<file path="config.mk">
export PLATFORM = sky130hd
export DESIGN_NAME = ps2_paddle_ctrl
export DESIGN_NICKNAME = d
export VERILOG_FILES = /design/src/rtl/ps2_paddle_ctrl.sv
export SDC_FILE = /design/constraint.sdc
export NUM_CORES = 1
export LEC_CHECK = 0
export ABC_AREA = 1
export BUFFER_PORTS_ARGS = -buffer_cell sky130_fd_sc_hd__buf_4
export CAP_MARGIN = 20
export CORE_MARGIN = 1.5
export CORE_UTILIZATION = 42
export CTS_BUF_LIST = sky130_fd_sc_hd__clkbuf_16
export CTS_CLUSTER_DIAMETER = 150
export DETAILED_ROUTE_END_ITERATION = 6
export PLACE_DENSITY = 0.69
export REMOVE_ABC_BUFFERS = 1
export SYNTH_ARGS = -nofsm -noshare
export SYNTH_HDL_FRONTEND = slang
export SYNTH_SLANG_ARGS = --single-unit
</file>
<file path="constraint.sdc">
create_clock -name clk -period 5.5 [get_ports clk]
set_input_delay 0.825 -clock clk [delete_from_list [all_inputs] [get_ports clk]]
set_output_delay 0.825 -clock clk [all_outputs]
set_load 0.01 [all_outputs]
</file>
<file path="src/rtl/ps2_paddle_ctrl.sv">
// ps2_paddle_ctrl: buffers decoded PS/2 key events, tracks the eight paddle
// keys and issues per-paddle move strobes (immediate on press, auto-repeat
// on a shared tick while exactly one direction of a paddle is held).
module ps2_paddle_ctrl #(
    parameter int REPEAT_DIV = 500000,
    parameter int FIFO_DEPTH = 4
) (
    input  logic       clk,
    input  logic       rst,
    input  logic       ev_valid_i,
    input  logic [9:0] ev_code_i,
    output logic [3:0] paddle_up_o,
    output logic [3:0] paddle_dn_o,
    output logic [7:0] key_state_o,
    output logic       fifo_ovf_o,
    input  logic       ovf_clr_i
);
    localparam int            PW        = $clog2(FIFO_DEPTH);
    localparam int            TW        = $clog2(REPEAT_DIV);
    localparam logic [PW:0]   DEPTH_C   = (PW+1)'(FIFO_DEPTH);
    localparam logic [TW-1:0] TICK_LAST = TW'(REPEAT_DIV - 1);

    typedef enum logic [1:0] {IDLE = 2'd0, FETCH = 2'd1, APPLY = 2'd2} state_t;

    state_t        state_q, state_d;
    logic [9:0]    mem_q [FIFO_DEPTH];
    logic [PW-1:0] wr_ptr_q, wr_ptr_d, rd_ptr_q, rd_ptr_d;
    logic [PW:0]   count_q, count_d;
    logic          full, empty, push, pop, apply_en;
    logic [9:0]    ev_q, ev_d;
    logic [3:0]    hit;
    logic [7:0]    key_q, key_d, key_prev_q, press;
    logic [TW-1:0] tick_cnt_q, tick_cnt_d;
    logic          tick;
    logic [3:0]    up_q, up_d, dn_q, dn_d;
    logic          ovf_q, ovf_d;

    // Returns {hit, key index}; the extended-prefix bit must match exactly.
    function automatic logic [3:0] map_key(input logic [9:0] code);
        logic [3:0] r;
        case ({code[9], code[7:0]})
            9'h01D:  r = 4'b1_000;  // W        P0 up
            9'h01B:  r = 4'b1_001;  // S        P0 down
            9'h175:  r = 4'b1_010;  // arrow up P1 up
            9'h172:  r = 4'b1_011;  // arrow dn P1 down
            9'h043:  r = 4'b1_100;  // I        P2 up
            9'h042:  r = 4'b1_101;  // K        P2 down
            9'h075:  r = 4'b1_110;  // keypad 8 P3 up
            9'h072:  r = 4'b1_111;  // keypad 2 P3 down
            default: r = 4'b0_000;
        endcase
        return r;
    endfunction

    // FIFO control: full is judged before a same-cycle pop, so a full FIFO
    // drops the incoming event even while the FSM is draining it.
    always_comb begin
        full     = (count_q == DEPTH_C);
        empty    = (count_q == '0);
        push     = ev_valid_i & ~full;
        wr_ptr_d = push ? wr_ptr_q + PW'(1) : wr_ptr_q;
        rd_ptr_d = pop  ? rd_ptr_q + PW'(1) : rd_ptr_q;
        case ({push, pop})
            2'b10:   count_d = count_q + (PW+1)'(1);
            2'b01:   count_d = count_q - (PW+1)'(1);
            default: count_d = count_q;
        endcase
    end

    // FIFO pointers and occupancy.
    always_ff @(posedge clk or posedge rst) begin
        if (rst) begin
            wr_ptr_q <= '0;
            rd_ptr_q <= '0;
            count_q  <= '0;
        end else begin
            wr_ptr_q <= wr_ptr_d;
            rd_ptr_q <= rd_ptr_d;
            count_q  <= count_d;
        end
    end

    // FIFO storage; contents are don't-care once the pointers are reset.
    always_ff @(posedge clk) begin
        if (push) mem_q[wr_ptr_q] <= ev_code_i;
    end

    // FSM state register.
    always_ff @(posedge clk or posedge rst) begin
        if (rst) state_q <= IDLE;
        else     state_q <= state_d;
    end

    // FSM next state: one event per IDLE/FETCH/APPLY round.
    always_comb begin
        state_d = state_q;
        case (state_q)
            IDLE:    if (!empty) state_d = FETCH;
            FETCH:   state_d = APPLY;
            APPLY:   state_d = IDLE;
            default: state_d = IDLE;
        endcase
    end

    // FSM outputs.
    always_comb begin
        pop      = (state_q == FETCH);
        apply_en = (state_q == APPLY);
    end

    // Event register load, key-state update and move-strobe scheduling.
    always_comb begin
        ev_d  = pop ? mem_q[rd_ptr_q] : ev_q;
        hit   = map_key(ev_q);
        key_d = key_q;
        // Typematic makes and stray breaks rewrite the bit to its current value.
        if (apply_en && hit[3]) key_d[hit[2:0]] = ~ev_q[8];

        tick       = (tick_cnt_q == TICK_LAST);
        tick_cnt_d = tick ? '0 : tick_cnt_q + TW'(1);

        // A press edge and a tick in the same cycle merge into one strobe;
        // a held conflicting pair suppresses both directions.
        press = key_q & ~key_prev_q;
        for (int p = 0; p < 4; p++) begin
            up_d[p] = key_q[2*p]   & ~key_q[2*p+1] & (press[2*p]   | tick);
            dn_d[p] = key_q[2*p+1] & ~key_q[2*p]   & (press[2*p+1] | tick);
        end

        if (ovf_clr_i)                ovf_d = 1'b0;
        else if (ev_valid_i && full)  ovf_d = 1'b1;
        else                          ovf_d = ovf_q;
    end

    // Datapath registers.
    always_ff @(posedge clk or posedge rst) begin
        if (rst) begin
            ev_q       <= '0;
            key_q      <= '0;
            key_prev_q <= '0;
            tick_cnt_q <= '0;
            up_q       <= '0;
            dn_q       <= '0;
            ovf_q      <= 1'b0;
        end else begin
            ev_q       <= ev_d;
            key_q      <= key_d;
            key_prev_q <= key_q;
            tick_cnt_q <= tick_cnt_d;
            up_q       <= up_d;
            dn_q       <= dn_d;
            ovf_q      <= ovf_d;
        end
    end

    assign paddle_up_o = up_q;
    assign paddle_dn_o = dn_q;
    assign key_state_o = key_q;
    assign fifo_ovf_o  = ovf_q;

endmodule

</file>
# After elaboration in Yosys (flattened, before gate mapping)
# Memories as Yosys holds them, arrays and structs flattened. A register that Yosys moved wholly into a read port is not among the register bits.
# Cells that the tools add are included.
[totals]
ff_bits = 53
ramBits = 40
inputBits = 14
mem_count = 1
[op_classes]
n_addsub = 5
order_cmp = 2
eq_ne = 15
mux = 12
bitwise = 37
n_reduce_logical = 7
[mem_list]
columns = ["memory", "words", "word_bits", "rd", "rd_clocked_by_memory_dff", "write_ports", "line_no", "source"]
rows = [
  ["mem_q", 4, 10, 1, 1, 1, "26", "logic [9:0] mem_q [FIFO_DEPTH];"],
]
[op_table]
columns = ["op", "n"]
rows = [
  ["$eq 9x7->1 const B", 4],
  ["$pmux 4 s8", 1],
  ["$add 19x1->19 const B", 1],
  ["$eq 19x19->1 const B", 1],
  ["$mux 19", 1],
  ["$eq 9x5->1 const B", 2],
  ["$eq 9x9->1 const B", 2],
  ["$and 1x1->1", 17],
  ["$not 1->1", 10],
  ["$and 8x8->8", 1],
  ["$bwmux 8", 1],
  ["$not 8->8", 1],
  ["$or 1x1->1", 8],
  ["$pmux 3 s2", 1],
  ["$mux 1", 5],
  ["$add 2x1->2 const B", 2],
  ["$eq 2x1->1 const B", 2],
  ["$eq 2x2->1 const B", 2],
  ["$lt 3x4->1 const B", 1],
  ["$pmux 2 s2", 1],
  ["$reduce_bool 2->1", 2],
  ["$add 3x1->3 const B", 1],
  ["$demux 1 s3", 1],
  ["$eq 3x3->1 const B", 1],
  ["other kinds (7)", 9],
]

# Logic depth before layout (Yosys ltp)
# Gate-level depths: netlist (run 1).
[logic_depth]
ltp_word = 7
depth_mapped = 10
mapped_depth_nobuf = 10

# Least setup slack after synthesis (run 1)
# Ideal clock, no wire load.
[synth_timing]
path_kind = "input port to flip-flop"
start = "input port ev_valid_i"
end = "register count_q[2]"
setup_time_ns = 0.131
arrival_ns = 1.958
setup_slack_ns = 3.411
path_stages = 7
cell_sequence = "nand2_1 -> ha_1 -> inv_1 -> fa_1 -> a21oi_1 -> o21ai_0 -> xor2_1"
[synth_via]
elab_chain_len = 3
word_cells_on_any_way = 5
[synth_rtl]
columns = ["item", "line_no", "source"]
rows = [
  ["start, declared", "10", "input logic ev_valid_i,"],
  ["$and 1x1->1 *", "60", "push = ev_valid_i & ~full;"],
  ["$eq 2x1->1 / $eq 2x2->1 (equally long branches)", "63", "case ({push, pop})"],
  ["$pmux 3 s2 / $reduce_bool 2->1 (equally long branches)", "--", ""],
  ["end signal, assigned", "79", "count_q <= count_d;"],
  ["end, declared", "28", "logic [PW:0] count_q, count_d;"],
]
# Mark *: on every way between the ends. The rest lies on a longest branch, timed or not.
# A chain may end at the register's enable or synchronous reset.

# Worst setup path in the final report (run 1)
[layout_timing]
start = "register count_q[0]"
end = "register count_q[2]"
[layout_via]
elab_chain_len = 5
word_cells_on_any_way = 9
[layout_rtl]
columns = ["item", "line_no", "source"]
rows = [
  ["$eq 3x3->1", "58", "full = (count_q == DEPTH_C);"],
  ["$not 1->1", "60", ""],
  ["$and 1x1->1", "60", ""],
  ["$eq 2x1->1 / $eq 2x2->1 (equally long branches)", "63", ""],
  ["$pmux 3 s2 / $reduce_bool 2->1 (equally long branches)", "--", ""],
]
# Parallel ways exist; a longest one is shown, timed or not.

==> results of run 1 <==
==> cell type report <==
type / count / area share
inverter: 59 / 0.0423
multi-input combinational: 296 / 0.289
timing repair buffer: 32 / 0.0466
sequential: 103 / 0.531
clock buffer: 9 / 0.0430
clock inverter: 7 / 0.0163
tap: 136 / 0.0325
==> metal layers <==
layer / vias up / part of all wire
met5: - / 0
met4: 0 / 0.011
met3: 8 / 0.039
met2: 65 / 0.47
met1: 1448 / 0.48
li1: 1605 / -
==> worst max-delay path: stages, from the launching register on <==
cell and delay [ps]:
dfrtp_1 400, nor2_1 200, nand2_1 70, nand2_1 240, ha_1 200, inv_1 70
fa_1 380, a21oi_1 140, o21ai_0 110, xor2_1 150
==> registers in the layout, indices dropped and copies added, names as in the netlist <==
| register | count |
|---|---|
| count_q | 3 |
| ev_q | 10 |
| fifo_ovf_o | 1 |
| key_prev_q | 8 |
| key_state_o | 8 |
| mem_q | 40 |
| paddle_dn_o | 4 |
| paddle_up_o | 4 |
| rd_ptr_q | 2 |
| state_q | 2 |
| tick_cnt_q | 19 |
| wr_ptr_q | 2 |
==> cell usage in the layout, fill, tap and decap left out, drive strengths merged <==
cell type	synthesis	routed
bufinv	0	1
inv	59	64
o21ai	40	40
nand3	25	25
nor4	3	3
nand4	14	14
clkbuf	8	9
clkinv	0	1
a211oi	4	4
ha	6	6
edfxtp	40	40
nor3	6	6
dfrtp	63	63
nand3b	1	1
o22ai	10	10
nand2	86	86
buf	2	32
xnor2	1	1
nor2	76	76
fa	1	1
a21oi	8	8
xor2	15	15
==> cell families after synthesis <==
kind of cell,after synthesis,share of synthesized area
buffers and inverters,69,0.0588
AND/OR/NAND/NOR,211,0.204
XOR/XNOR,16,0.0308
AO/OA/AOI/OAI,62,0.0764
flip-flops,103,0.610
adder cells (fa/ha/maj),7,0.0209
==> worst max-delay path by stage <==
stage	to	start	depth (start not counted)	slack (ps)
global route	count_q[2]	count_q[0]	9	3250
detailed placement	count_q[2]	state_q[1]	7	2900
floorplan	count_q[0]	rst	1	3110
global placement	count_q[2]	state_q[1]	7	2980
finish	count_q[2]	count_q[0]	9	3410
CTS	count_q[2]	state_q[1]	7	2890
==> power breakdown <==
group	switching (mW)	leakage (nW)	internal [mW]
Sequential	0.113	1.20	0.950
Clock	0.290	0.153	0.363
Combinational	0.357	1.00	0.185
Total	0.760	2.35	1.50
==> through the flow <==
| stage | hold slack, ps | util |
|---|---|---|
| floorplan | 395 | - |
| detailed placement | 397 | 0.472 |
| finish | 411 | 0.502 |
| global placement | 388 | 0.472 |
| global route | 417 | 0.502 |
| CTS | 412 | 0.501 |
==> results.py, run 1 <==
metrics = {
    "grt": {
        "grt_max_degree": 64,
        "use_met1": 0.195,
        "use_met2": 0.251,
        "antenna_found_initial": 0,
        "busiest_layer": "met2",
        "use_met3": 0.0395,
        "grt_use_total": 0.153,
        "overflow": 0,
        "grt_first_pass_wirelength_um": 13800,
        "grt_pass1_vias": 2992,
    },
    "die": {
        "die_area_sq_mm": 0.0115,
        "die-height_um": 107,
        "std_cell_rows": 37,
        "start_util": 0.437,
        "fp.coreArea_sq_mm": 0.0104,
        "die_w_um": 107,
        "ios": 31,
    },
    "final_layout": {
        "final-seq-area_sq_mm": 0.00278,
        "final_area_sq_mm": 0.00523,
        "fillCellCount": 951,
        "multi_input_area_sq_mm": 0.00151,
        "diodes": 0,
        "area_delta_synth_final_pct": 14.9,
        "final_nets": 522,
        "drive_above_1_share": 0.136,
        "final_cells": 642,
    },
    "power_and_ir_drop": {
        "total_power_mw": 2.26,
        "ir_worst_vdd_mv": 0.234,
        "powerDensity_mw_per_mm2": 432,
        "p_leak_nw": 2.35,
    },
    "sta": {
        "tns_ps": 0,
        "setup_ws_ps": 3410,
        "maxSlewHeadroom": 0.393,
        "report.final.slew_viol_count": 0,
        "hold_viol": 0,
        "fmax_ghz": 0.479,
        "finalCritPeriodShare": 0.379,
        "finClkSkew_ps": 6.16,
        "rsz0062_at_grt": "false",
        "finalSetupViolCount": 0,
        "period_needed_ps": 2090,
        "tightest_slew_ps": 907,
    },
    "setup_path": {
        "crit_path_end_kind": "register",
        "cp.required_ps": 5720,
        "worstPathArrival_ps": 2310,
        "worstPathMaxFanout": 8,
        "path_class": "register to register",
        "reg2reg_depth": 9,
        "startpoint_type": "register",
        "rr_endpoint": "count_q[2]",
        "reg2reg_from": "count_q[0]",
        "r2r_setup_slack_ps": 3410,
    },
    "synthesis": {
        "netlist_top_cells_area": "dfrtp_1 35%, edfxtp_1 26%, nand2_1 6.6%",
        "synth_most_common_cell": "nand2_1",
        "syn_inst": 468,
        "yosys.area.top_type_share": 0.346,
        "synth.cells.most_frequent": "80 x nand2_1, 72 x nor2_1, 63 x dfrtp_1",
        "ys_types": 29,
        "synthArstFlopShare": 0.612,
        "synth_area_leader_cell": "dfrtp_1",
        "syn_area_sq_mm": 0.00456,
        "ys_ff_latch": 103,
        "yosys_warnings": 0,
        "synth_edf_count": 40,
        "yosysSeqAreaShare": 0.610,
        "synth-main-ff-cell": "dfrtp_1",
        "syn_avg_cell_area_sq_um": 9.73,
    },
    "drt": {
        "wl_per_cell_um": 12.6,
        "routed_wl_um": 8070,
        "postRouteAntennaNets": 0,
        "initialDrtViolationCount": 125,
        "avgViaCountPerCell": 4.87,
        "drc": 0,
        "dr_total_vias": 3126,
        "dr.pass1.iters": 5,
    },
    "min_path": {
        "hp-start": "key_state_o[0]",
        "hold_class": "register to register",
        "whs_path_depth": 0,
        "hold_end": "key_prev_q[0]",
    },
    "clocking": {
        "htree_levels": 3,
        "clockBufferDepth": 2,
        "cts_tree": "built",
        "cts_resized": 0,
        "cts_root_buf": "clkbuf_16",
        "cts-buffers-inserted": 9,
        "clk_pin_slew_ps": 70,
        "insertion_delay_ps": 340,
        "postCtsSetupRepairBufs": 0,
        "ctsHoldBuffers": 0,
        "cts_num_sinks": 103,
    },
    "run": {
        "drv_cap": 0,
    },
    "placement": {
        "hpwl_um": 5650,
        "port_buffers": 30,
        "pre_cts_ws_ps": 2900,
        "placedCellCount": 625,
        "gp_congestion": 0.897,
        "placed_area_sq_mm": 0.00491,
    },
    "run_status": {
        "status": "finished, final reports clean",
    },
}
No activity file was read; power rests on OpenSTA's default activity.
==> run 2, diff against run 1 <==
Clock period 5.5 ns to 2.07 ns, I/O delays scaled along.
==> run 2 against run 1 <==
Compared with the run above:
- clock skew rose by 0.64 ps
- power rose to 2.7 times the previous value
- hold slack got worse by 390 ps
- critical path depth did not move
- first-iteration DRC count rose by 26%
- register-to-register slack got worse by 3300 ps
- combinational power rose to 2.9 times the previous value
- worst setup slack got worse by 3300 ps
- non-clock buffer count rose by 6
- highest routed layer unchanged
- clock-buffer cell count did not move
- sequential share of layout area fell by 0.50 points
- design area rose by 0.96%
==> results.py, run 2 (synthesized netlist as in run 1, its figures left out) <==
metrics = {
    "run_status": {
        "status": "finished, final reports clean",
    },
    "final_layout": {
        "final_nets": 528,
        "multi_input_area_sq_mm": 0.00151,
        "area_delta_synth_final_pct": 16.0,
        "final-seq-area_sq_mm": 0.00278,
        "largest_reg_flops": 40,
        "final_common_cell": "nand2_1",
        "fillCellCount": 920,
        "diodes": 0,
        "fin_util": 0.507,
        "drive_above_1_share": 0.148,
        "top_regs": "mem_q: 40 flops, tick_cnt_q: 19 flops, ev_q: 10 flops",
        "top_register": "mem_q",
        "final_cell_mix": "80 x nand2_1, 71 x nor2_1, 63 x dfrtp_1, 55 x inv_1, 40 x edfxtp_1",
    },
    "run": {
        "drv_cap": 0,
    },
    "setup_path": {
        "crit_path_end_kind": "register",
        "reg2reg_depth": 9,
        "startpoint": "count_q[0]",
        "path_class": "register to register",
        "worstPathArrival_ps": 2150,
        "rr_endpoint": "count_q[2]",
        "worstPathMaxFanout": 3,
        "cp.required_ps": 2300,
        "startpoint_type": "register",
        "reg2reg_from": "count_q[0]",
        "r2r_setup_slack_ps": 150,
    },
    "power_and_ir_drop": {
        "p_leak_nw": 2.37,
        "powerDensity_mw_per_mm2": 1150,
        "ir_worst_vdd_mv": 0.600,
        "total_power_mw": 6.06,
    },
    "clocking": {
        "postCtsSetupRepairBufs": 0,
        "cts_root_buf": "clkbuf_16",
        "insertion_delay_ps": 350,
        "cts-buffers-inserted": 9,
        "cts_resized": 0,
        "clockBufferDepth": 2,
        "cts_tree": "built",
        "ctsHoldBuffers": 0,
        "cts_num_sinks": 103,
        "clk_pin_slew_ps": 70,
        "htree_levels": 3,
    },
    "grt": {
        "grt_max_degree": 64,
        "grt_pass1_vias": 3113,
        "grt_use_total": 0.160,
        "antenna_found_initial": 0,
        "overflow": 0,
        "grt_first_pass_wirelength_um": 14300,
    },
    "sta": {
        "finClkSkew_ps": 6.80,
        "tightest_slew_ps": 576,
        "finalCritPeriodShare": 0.930,
        "hold_viol": 0,
        "rsz0062_at_grt": "false",
        "finalSetupViolCount": 0,
        "tns_ps": 0,
        "setup_ws_ps": 146,
        "maxSlewHeadroom": 0.616,
        "report.final.slew_viol_count": 0,
        "period_needed_ps": 1920,
        "fmax_ghz": 0.520,
    },
    "placement": {
        "hpwl_um": 5710,
        "port_buffers": 30,
        "pre_cts_ws_ps": 104,
        "gp_congestion": 0.833,
    },
    "drt": {
        "avgViaCountPerCell": 5.01,
        "wl_per_cell_um": 13.0,
        "initialDrtViolationCount": 158,
        "routed_wl_um": 8400,
        "postRouteAntennaNets": 0,
        "dr_total_vias": 3244,
        "dr.pass1.iters": 4,
        "drc": 0,
    },
    "die": {
        "die-height_um": 107,
        "std_cell_rows": 37,
        "fp.coreArea_sq_mm": 0.0104,
        "die_w_um": 107,
        "die_area_sq_mm": 0.0115,
        "ios": 31,
        "start_util": 0.437,
    },
    "min_path": {
        "hold_class": "input pin to asynchronous set/reset pin",
    },
}
[run 2: how the worst max path moves through the flow]
stage                       to  depth (start not counted)
global route        count_q[2]                          9
CTS                 count_q[2]                          9
floorplan           count_q[2]                          7
global placement    count_q[2]                          9
detailed placement  count_q[2]                          9
finish              count_q[2]                          9
[run 2: final cells by class]
type                       count  share of cell area
inverter                      59              0.0419
clock inverter                 7              0.0149
multi-input combinational    296               0.286
clock buffer                   9              0.0426
sequential                   103               0.526
timing repair buffer          38              0.0564
tap                          136              0.0322
[run 2: critical path: stages, from the launching register on]
cell and delay, ps:
dfrtp_1 420, nor2_2 170, nand2_1 80, nand2_1 110, ha_1 160, inv_1 70
fa_1 380, a21oi_1 150, o21ai_0 110, xor2_1 150
[run 2: report_power, final]
group,switching (mW),total (mW),internal (mW)
logic,1.05,1.58,0.535
clock network,0.756,1.71,0.949
registers,0.249,2.77,2.52
total,2.05,6.06,4.01
[run 2: through the flow]
stage	cells	instance area [sq um]	hold slack, ps
after floorplan	458	4510	374
after global placement	632	4980	389
after detailed placement	632	4980	388
after CTS	648	5280	29.6
after global routing	648	5280	42.6
final	648	5280	17.3
[run 2: layer usage]
layer / part of all wire / wire length [um] / GRT usage / up-vias
met3: 0.040 / 335 / 0.0462 / 8
met5: 0 / 0 / 0 / -
met2: 0.48 / 4040 / 0.268 / 59
met1: 0.47 / 3930 / 0.199 / 1564
met4: 0.011 / 93 / 0.0543 / 0
li1: - / - / - / 1613
